## config.mk

```make
export PLATFORM = sky130hd
export DESIGN_NAME = shared_adder_arbiter
export DESIGN_NICKNAME = d
export VERILOG_FILES = /design/src/rtl/shared_adder_arbiter_pkg.sv /design/src/rtl/shared_adder_arbiter_rr_arbiter.sv /design/src/rtl/shared_adder_arbiter.sv
export SDC_FILE = /design/constraint.sdc
export NUM_CORES = 1
export LEC_CHECK = 0
export ABC_AREA = 1
export CAP_MARGIN = 15
export CORE_MARGIN = 5
export CORE_UTILIZATION = 40
export CTS_CLUSTER_DIAMETER = 100
export DETAILED_ROUTE_END_ITERATION = 8
export PLACE_DENSITY = 0.79
export SYNTH_ARGS = -nofsm -noshare
export SYNTH_HDL_FRONTEND = slang
export SYNTH_SLANG_ARGS = --single-unit
```

## constraint.sdc

```tcl
create_clock -name clk -period 2.9 [get_ports clk]
set_clock_uncertainty 0.15 [all_clocks]
set_input_delay 0.725 -clock clk [delete_from_list [all_inputs] [get_ports clk]]
set_output_delay 0.725 -clock clk [all_outputs]
set_load 0.01 [all_outputs]
```

## src/rtl/shared_adder_arbiter_pkg.sv

```systemverilog
// Shared definitions for the shared adder arbiter block.
//
// Contents:
//   sa_state_t  - output register state: IDLE (empty) or HOLD (result waiting)
//   NREQ_DEF    - default number of requesters
//   WIDTH_DEF   - default operand / sum width
//   MAX_REQ     - largest requester count the round-robin helper supports
//   rr_pick     - round-robin search returning a one-hot grant

package shared_adder_pkg;

    typedef enum logic {
        IDLE,
        HOLD
    } sa_state_t;

    localparam int NREQ_DEF  = 2;
    localparam int WIDTH_DEF = 8;
    localparam int MAX_REQ   = 8;

    // Returns a one-hot grant for the first set bit of valid, starting at
    // index ptr and wrapping at n. The result is zero when nothing is valid.
    // Only the low n bits of valid are examined.
    function automatic logic [MAX_REQ-1:0] rr_pick(
        input logic [MAX_REQ-1:0] valid,
        input logic [2:0]         ptr,
        input int                 n
    );
        logic [MAX_REQ-1:0] grant;
        logic               found;
        logic [2:0]         idx;
        grant = '0;
        found = 1'b0;
        for (int k = 0; k < MAX_REQ; k++) begin
            if ((k < n) && !found) begin
                idx = 3'((int'(ptr) + k) % n);
                if (valid[idx]) begin
                    grant[idx] = 1'b1;
                    found      = 1'b1;
                end
            end
        end
        return grant;
    endfunction

endpackage

```

## src/rtl/shared_adder_arbiter_rr_arbiter.sv

```systemverilog
// Round-robin arbiter with its own priority pointer.
//
// Ports:
//   clk        - clock, rising edge
//   rst_n      - asynchronous reset, active low; pointer returns to 0
//   req_valid  - per-requester request lines
//   advance    - the current grant was taken; move the pointer past it
//   grant      - one-hot grant, zero when no request is valid
//   grant_idx  - binary index of the granted requester (0 when no grant)

module rr_arbiter
    import shared_adder_pkg::*;
#(
    parameter int NREQ = NREQ_DEF,
    parameter int IDW  = (NREQ > 1) ? $clog2(NREQ) : 1
) (
    input  logic            clk,
    input  logic            rst_n,
    input  logic [NREQ-1:0] req_valid,
    input  logic            advance,
    output logic [NREQ-1:0] grant,
    output logic [IDW-1:0]  grant_idx
);

    logic [IDW-1:0]     ptr_q;
    logic [IDW-1:0]     ptr_d;
    logic [MAX_REQ-1:0] valid_ext;
    logic [2:0]         ptr_ext;
    logic [MAX_REQ-1:0] pick;

    // The package helper works on a fixed MAX_REQ-wide vector, so the
    // request lines and pointer are zero-extended before the search.
    always_comb begin
        valid_ext             = '0;
        valid_ext[NREQ-1:0]   = req_valid;
        ptr_ext               = '0;
        ptr_ext[IDW-1:0]      = ptr_q;
        pick                  = rr_pick(valid_ext, ptr_ext, NREQ);
        grant                 = pick[NREQ-1:0];
        grant_idx             = '0;
        for (int i = 0; i < MAX_REQ; i++) begin
            if (pick[i]) begin
                grant_idx = IDW'(i);
            end
        end
    end

    // After an accept, the requester just served drops to lowest priority.
    always_comb begin
        ptr_d = ptr_q;
        if (advance) begin
            if (grant_idx == IDW'(NREQ - 1)) begin
                ptr_d = '0;
            end else begin
                ptr_d = grant_idx + IDW'(1);
            end
        end
    end

    always_ff @(posedge clk or negedge rst_n) begin
        if (!rst_n) begin
            ptr_q <= '0;
        end else begin
            ptr_q <= ptr_d;
        end
    end

endmodule

```

## src/rtl/shared_adder_arbiter.sv

```systemverilog
// One registered adder shared round-robin between NREQ requesters.
//
// Ports:
//   clk        - clock, rising edge
//   rst_n      - asynchronous reset, active low
//   req_valid  - per-requester operand valid
//   req_ready  - per-requester accept, one-hot or zero
//   req_a      - operand A, requester i at [i*WIDTH +: WIDTH]
//   req_b      - operand B, same packing as req_a
//   rsp_valid  - output register holds a result
//   rsp_ready  - consumer takes the result
//   rsp_sum    - (a+b) mod 2^WIDTH
//   rsp_carry  - carry-out of a+b
//   rsp_id     - index of the requester that produced the result

module shared_adder_arbiter
    import shared_adder_pkg::*;
#(
    parameter int  NREQ  = NREQ_DEF,
    parameter int  WIDTH = WIDTH_DEF,
    localparam int IDW   = (NREQ > 1) ? $clog2(NREQ) : 1
) (
    input  logic                  clk,
    input  logic                  rst_n,
    input  logic [NREQ-1:0]       req_valid,
    output logic [NREQ-1:0]       req_ready,
    input  logic [NREQ*WIDTH-1:0] req_a,
    input  logic [NREQ*WIDTH-1:0] req_b,
    output logic                  rsp_valid,
    input  logic                  rsp_ready,
    output logic [WIDTH-1:0]      rsp_sum,
    output logic                  rsp_carry,
    output logic [IDW-1:0]        rsp_id
);

    sa_state_t         state_q, state_d;
    logic [WIDTH-1:0]  sum_q, sum_d;
    logic              carry_q, carry_d;
    logic [IDW-1:0]    id_q, id_d;

    logic [NREQ-1:0]   grant;
    logic [IDW-1:0]    grant_idx;
    logic              can_accept;
    logic              accept;
    logic [WIDTH-1:0]  a_sel;
    logic [WIDTH-1:0]  b_sel;
    logic [WIDTH:0]    sum_full;

    rr_arbiter #(
        .NREQ (NREQ),
        .IDW  (IDW)
    ) u_arb (
        .clk       (clk),
        .rst_n     (rst_n),
        .req_valid (req_valid),
        .advance   (accept),
        .grant     (grant),
        .grant_idx (grant_idx)
    );

    // A new result may enter when the register is empty or is being drained
    // this same cycle, which gives one result per cycle under full load.
    always_comb begin
        can_accept = (state_q == IDLE) || rsp_ready;
        req_ready  = grant & {NREQ{can_accept}};
        accept     = |(req_valid & req_ready);
    end

    // Operand mux for the granted requester feeding the single adder.
    always_comb begin
        a_sel = '0;
        b_sel = '0;
        for (int i = 0; i < NREQ; i++) begin
            if (grant[i]) begin
                a_sel = req_a[i*WIDTH +: WIDTH];
                b_sel = req_b[i*WIDTH +: WIDTH];
            end
        end
        sum_full = {1'b0, a_sel} + {1'b0, b_sel};
    end

    // Output register FSM. Draining without a replacement leaves the last
    // sum, carry and id visible; only rsp_valid drops.
    always_comb begin
        state_d = state_q;
        sum_d   = sum_q;
        carry_d = carry_q;
        id_d    = id_q;
        if (accept) begin
            state_d = HOLD;
            sum_d   = sum_full[WIDTH-1:0];
            carry_d = sum_full[WIDTH];
            id_d    = grant_idx;
        end else if ((state_q == HOLD) && rsp_ready) begin
            state_d = IDLE;
        end
    end

    always_ff @(posedge clk or negedge rst_n) begin
        if (!rst_n) begin
            state_q <= IDLE;
            sum_q   <= '0;
            carry_q <= 1'b0;
            id_q    <= '0;
        end else begin
            state_q <= state_d;
            sum_q   <= sum_d;
            carry_q <= carry_d;
            id_q    <= id_d;
        end
    end

    assign rsp_valid = (state_q == HOLD);
    assign rsp_sum   = sum_q;
    assign rsp_carry = carry_q;
    assign rsp_id    = id_q;

endmodule

```

==> results of run 1 <==
==> state kept, by name, indices dropped and copies added, names as in the netlist <==
| signal | count |
|---|---|
| rsp_valid | 1 |
| rsp_id | 1 |
| rsp_sum | 8 |
| u_arb.ptr_q | 1 |
| rsp_carry | 1 |
==> power by group <==
group / switching [uW] / internal [uW] / leakage [uW]
sequential: 39.7 / 236 / 0.000145
clock: 49.8 / 48.0 / 0.0000138
combinational: 268 / 324 / 0.000713
total: 358 / 608 / 0.000872
==> worst max-delay path: stages <==
cell,delay [ps]
clkdlybuf4s50_1,450
inv_1,40
nand2_2,100
nand2_4,60
inv_1,50
clkdlybuf4s50_1,530
==> cell usage in the layout (no fill, tap or decap), drive strengths merged <==
cell | Yosys | routed
nand2 | 50 | 50
clkdlybuf4s50 | 0 | 46
a22o | 16 | 16
inv | 16 | 16
buf | 3 | 14
dfrtp | 12 | 12
nand3 | 11 | 11
ha | 8 | 8
a21oi | 4 | 4
nor2 | 3 | 3
clkbuf | 0 | 3
dlygate4sd2 | 0 | 3
a21boi | 2 | 2
or2 | 2 | 2
nand3b | 2 | 2
o21ai | 2 | 2
nand4 | 1 | 1
o21a | 1 | 1
xnor2 | 1 | 1
fa | 1 | 1
==> worst max-delay path by stage <==
stage	start	to	slack [ps]	depth (start not counted)
6_report	rsp_ready	req_ready[1]	70	6
3_3_place_gp	req_valid[0]	req_ready[0]	-170	5
5_1_grt	rsp_ready	req_ready[1]	10	6
2_1_floorplan	req_valid[0]	rsp_sum[4]	230	10
4_1_cts	rsp_ready	req_ready[1]	8	6
3_5_place_dp	req_valid[1]	rsp_sum[4]	-230	12
==> Yosys cell counts, drive strengths merged <==
cell type and n:
nand3 11, nand4 1, nand3b 2, xnor2 1
a22o 16, inv 16, a21oi 4, buf 3
fa 1, nor2 3, ha 8, dfrtp 12
o21a 1, or2 2, a21boi 2, o21ai 2
nand2 50
==> area by class of cell <==
cell class	instances	area, um2	share of cell area, %
inverters	16	60.06	3.582
repair buffers	63	591.8	35.30
multi-input cells	104	664.4	39.63
well taps	30	37.54	2.239
clock buffers	3	22.52	1.343
flip-flops and latches	12	300.3	17.91
==> metrics by stage <==
step,worst slack [ps],util [%],hold WS [ps],instances,area (um2)
floorplan,225.7,-,279.4,135,1035
global placement,-168.6,65.86,308.7,223,1632
detailed placement,-233.6,65.86,311.4,223,1632
CTS,7.767,67.58,328.7,228,1674
global route,10.88,67.68,336.0,228,1677
finish,66.08,67.68,321.9,228,1677
==> per-layer routing <==
| layer | vias to the layer above | GRT usage [%] | share of wire, % |
|---|---|---|---|
| li1 | 579 | - | - |
| met2 | 45 | 30.53 | 51 |
| met4 | 0 | 5.573 | 1.3 |
| met1 | 504 | 17.88 | 40 |
| met3 | 4 | 2.979 | 7.3 |
| met5 | - | 0 | 0 |
==> timing repair <==
action	CTS	global route
buffers inserted	2	0
gates resized for setup	4	1
endpoints found under the setup margin	2	1
gates cloned	0	0
pin swaps	1	0
==> cell families (layout without fill, tap and decap cells) <==
family	Yosys count	in the layout	synth area share [%]
compound gates	25	25	21.16
xor+xnor	1	1	0.8466
fa+ha+maj	9	9	11.61
buf+inv	19	82	7.860
flops	12	12	29.02
simple gates	69	69	29.50
==> metrics, run 1 <==
status=complete, no violations; first-pass GRT wire length=4588 um; GP Congestion=0.8417; crit start category=primary input; largest net degree at the start of global routing=13; worst vdd ir=0.4987 mV; die area=0.003704 mm2; Synth Area per Inst=7.665 um2; Hold/Removal Path Class=reg -> reg; type of destination of the critical path=output pin; RR Startpoint=u_arb.ptr_q; reg2reg end=rsp_sum[4]; fin crit share=97.72%; Filler cells=230; H-tree levels=1; # setup viols final=0; Root Driver=clkbuf_4; vias in the first global route=1,122; clk_lat worst skew=270 ps; area grow syn2layout=62.03%; pwr/cell area=576.2 mW/mm2; clock buffer depth=2; FF-to-FF path depth=11; setup slack, reg-to-reg=520 ps; post-synthesis sequential area ratio=29.02%; diode count=0; share of layout cells above drive strength 1=14.65%; post-synth cell types=22; Initial Util=41.77%; mean routed wirelength per cell=11.89 um; Final Critical Period=2834 ps; hold_sp=rsp_sum[0]; CP max FO=3; Hold EP=rsp_sum[0]; Via Count=1,132; Ports=50; Syn Std Cell Area=0.001035 mm2; initial antenna violation count=0; slew at the pin closest to its max-slew limit=504.8 ps; leakage=0.0008719 uW; total gr overflow=0; Synth top area share=29.02%; Synth Instances=135; CP Class=in -> out; fmax=352.9 MHz; Slew HR=66.24%; max cap viols=0; Die Span Y=60.86 um; TritonCTS buffer count=3; Site Rows=18; synthesized net count=181; antenna viol nets, final=0; Ys Warns=0; Final Hold Fails=0; drt drc=0; setup tns final=0 ps; Port Buffers=49; DRT Wirelength=2712 um; Worst EP arrival=1960 ps; layout net count=246; cell type with the highest aggregate area in the netlist=dfrtp_1; hold_buf cts=0; Seq cells post-synth=12; core area=0.002477 mm2; Worst EP required=2030 ps; CTS tree=done; dominant cells by area after synthesis=dfrtp_1 (29%), nand2_1 (17%), a22o_1 (14%); Reg clk slew, reported paths=70 ps; Pins Over Slew Limit=0; GRT Overall Usage=16.16%; Detailed Route Iter0 Violations=35; Hold Crit Depth=2; hpwl dp=2381 um; PnR Total Power=966.1 uW; DR vias/cell=4.965; TritonRoute pass-1 iters=4; clock sinks=12; RSZ-0062 raised after global routing=no; die width=60.86 um
Note: power is estimated with default switching activity, not from simulation.
==> run 2, diff against run 1 <==
--- a/config.mk
+++ b/config.mk
@@ -11,7 +11,7 @@
 export CORE_UTILIZATION = 40
 export CTS_CLUSTER_DIAMETER = 100
 export DETAILED_ROUTE_END_ITERATION = 8
-export PLACE_DENSITY = 0.79
+export PLACE_DENSITY = 0.89
 export SYNTH_ARGS = -nofsm -noshare
 export SYNTH_HDL_FRONTEND = slang
 export SYNTH_SLANG_ARGS = --single-unit
==> constraint.sdc (replaced) <==
create_clock -name clk -period 2.9 [get_ports clk]
set_clock_uncertainty 0.15 [all_clocks]
set_input_delay 0.29 -clock clk [delete_from_list [all_inputs] [get_ports clk]]
set_output_delay 0.29 -clock clk [all_outputs]
set_load 0.01 [all_outputs]
==> metrics, run 2 (synthesis gave the netlist of run 1 again) <==
post-CTS resize count=0; layout net count=232; initial antenna violation count=0; Slew HR=66.48%; Design Area, Final=0.001578 mm2; Switching Share=37.05%; max cap viols=0; die width=60.86 um; Worst EP required=2460 ps; Ports=50; Worst EP arrival=2090 ps; commonest non-fill, non-tap cell in the layout=clkdlybuf4s50_1; most frequent cells in the layout=clkdlybuf4s50_1 (49), nand2_1 (47), a22o_1 (16); drt drc=0; Hold/Removal Path Class=in -> async; hpwl dp=2366 um; core area=0.002477 mm2; Site Rows=18; GP Congestion=0.8165; clk_lat worst skew=260 ps; H-tree levels=1; antenna viol nets, final=0; total net switching power=350.2 uW; vias in the first global route=1,127; Clock power frac=13.2%; Pins Over Slew Limit=0; Comb pwr share=57.6%; die area=0.003704 mm2; largest net degree at the start of global routing=18; leakage=0.0008000 uW; GRT Overall Usage=15.93%; total gr overflow=0; TritonRoute pass-1 iters=4; pwr/cell area=599.1 mW/mm2; Via Count=1,124; Post-CTS Setup Repair Bufs=0; RR Startpoint=u_arb.ptr_q; setup slack, reg-to-reg=540 ps; fin crit share=87.12%; status=complete, no violations; DR vias/cell=5.228; mean routed wirelength per cell=12.76 um; CP Class=in -> out; setup tns final=0 ps; dpl cell area=0.001541 mm2; DRT Wirelength=2743 um; Port Buffers=49; share of layout cells above drive strength 1=7.568%; first-pass GRT wire length=4491 um; max reg flops=8; type of destination of the critical path=output pin; clock sinks=12; slew at the pin closest to its max-slew limit=501.3 ps; Die Span Y=60.86 um; Initial Util=41.77%; Root Driver=clkbuf_4; CTS tree=done; Sequential Power Share=29.2%; Int Pwr=595.0 uW; CP max FO=17; Reg clk slew, reported paths=70 ps; hold_buf cts=0; fmax=395.8 MHz; # setup viols final=0; Detailed Route Iter0 Violations=32; reg2reg end=rsp_sum[4]; TritonCTS buffer count=3; Final Hold Fails=0; crit start category=primary input; RSZ-0062 raised after global routing=no; FF-to-FF path depth=10; area grow syn2layout=52.48%; worst vdd ir=0.3998 mV; Final Critical Period=2527 ps; diode count=0; clock buffer depth=2
## run 2: cell types whose count changed in the layout (fill, tap and decap cells not counted)
cell and delta:
nand2_2 -1, a22o_4 -1, buf_4 -14, a22o_1 +1
dlygate4sd2_1 -3, nand2_1 +1, clkbuf_8 +1, clkdlybuf4s50_1 +3
## run 2: final cells by class
class | instances | area, um2
Sequential cell | 12 | 300.3
Timing Repair Buffer | 49 | 490.5
Fill cell | 223 | 899.6
Clock buffer | 4 | 36.28
Inverter | 16 | 60.06
Tap cell | 30 | 37.54
Multi-Input combinational cell | 104 | 653.1
## run 2: worst max path at each step
stage | slack [ps] | from | end
3_5_place_dp | 180 | req_valid[0] | rsp_sum[4]
3_3_place_gp | 230 | req_valid[0] | rsp_sum[4]
4_1_cts | 390 | req_valid[0] | req_ready[0]
6_report | 370 | req_valid[0] | req_ready[0]
2_1_floorplan | 570 | u_arb.ptr_q | rsp_sum[4]
5_1_grt | 300 | req_valid[1] | rsp_sum[4]
## run 2: power by group through the flow
| stage | logic (uW) | registers (uW) | clock network, uW |
|---|---|---|---|
| 2_1_floorplan | 271 | 308 | 0 |
| 3_3_place_gp | 523 | 276 | 0 |
| 4_1_cts | 545 | 278 | 131 |
| 3_5_place_dp | 543 | 281 | 0 |
| 6_report | 544 | 276 | 125 |
| 5_1_grt | 597 | 290 | 138 |
## run 2: metrics by stage
step / utilization [%] / total power [uW] / worst slack, ps / hold slack (ps) / cells
5_1_grt: 63.69 / 1025 / 298.4 / 249.6 / 215
2_1_floorplan: - / 579.0 / 570.6 / -155.6 / 135
3_3_place_gp: 62.22 / 798.8 / 232.6 / 305.8 / 211
6_report: 63.69 / 945.3 / 373.5 / 212.2 / 215
4_1_cts: 63.69 / 953.1 / 394.5 / 218.5 / 215
3_5_place_dp: 62.22 / 823.3 / 181.4 / 315.7 / 211
## run 2: metal layers
| metal | global-route usage [%] | share of wire (%) | vias to the layer above |
|---|---|---|---|
| li1 | - | - | 553 |
| met3 | 1.489 | 9.1 | 8 |
| met4 | 10.22 | 2.7 | 0 |
| met1 | 19.17 | 41 | 495 |
| met2 | 27.02 | 47 | 68 |
| met5 | 0 | 0 | - |
## run 2: worst max-delay path: stages
cell and delay [ps]:
clkdlybuf4s50_1 540, a21boi_4 440, nand2_2 160, inv_1 110
clkdlybuf4s50_1 550
==> run 3, diff against run 2 <==
--- a/config.mk
+++ b/config.mk
@@ -12,6 +12,8 @@
 export CTS_CLUSTER_DIAMETER = 100
 export DETAILED_ROUTE_END_ITERATION = 8
 export PLACE_DENSITY = 0.89
+export SKIP_LAST_GASP = 1
+export SLEW_MARGIN = 5
 export SYNTH_ARGS = -nofsm -noshare
 export SYNTH_HDL_FRONTEND = slang
 export SYNTH_SLANG_ARGS = --single-unit
==> results of run 3 <==
No change in the layout: final DEF, timing and power equal those of run 2.
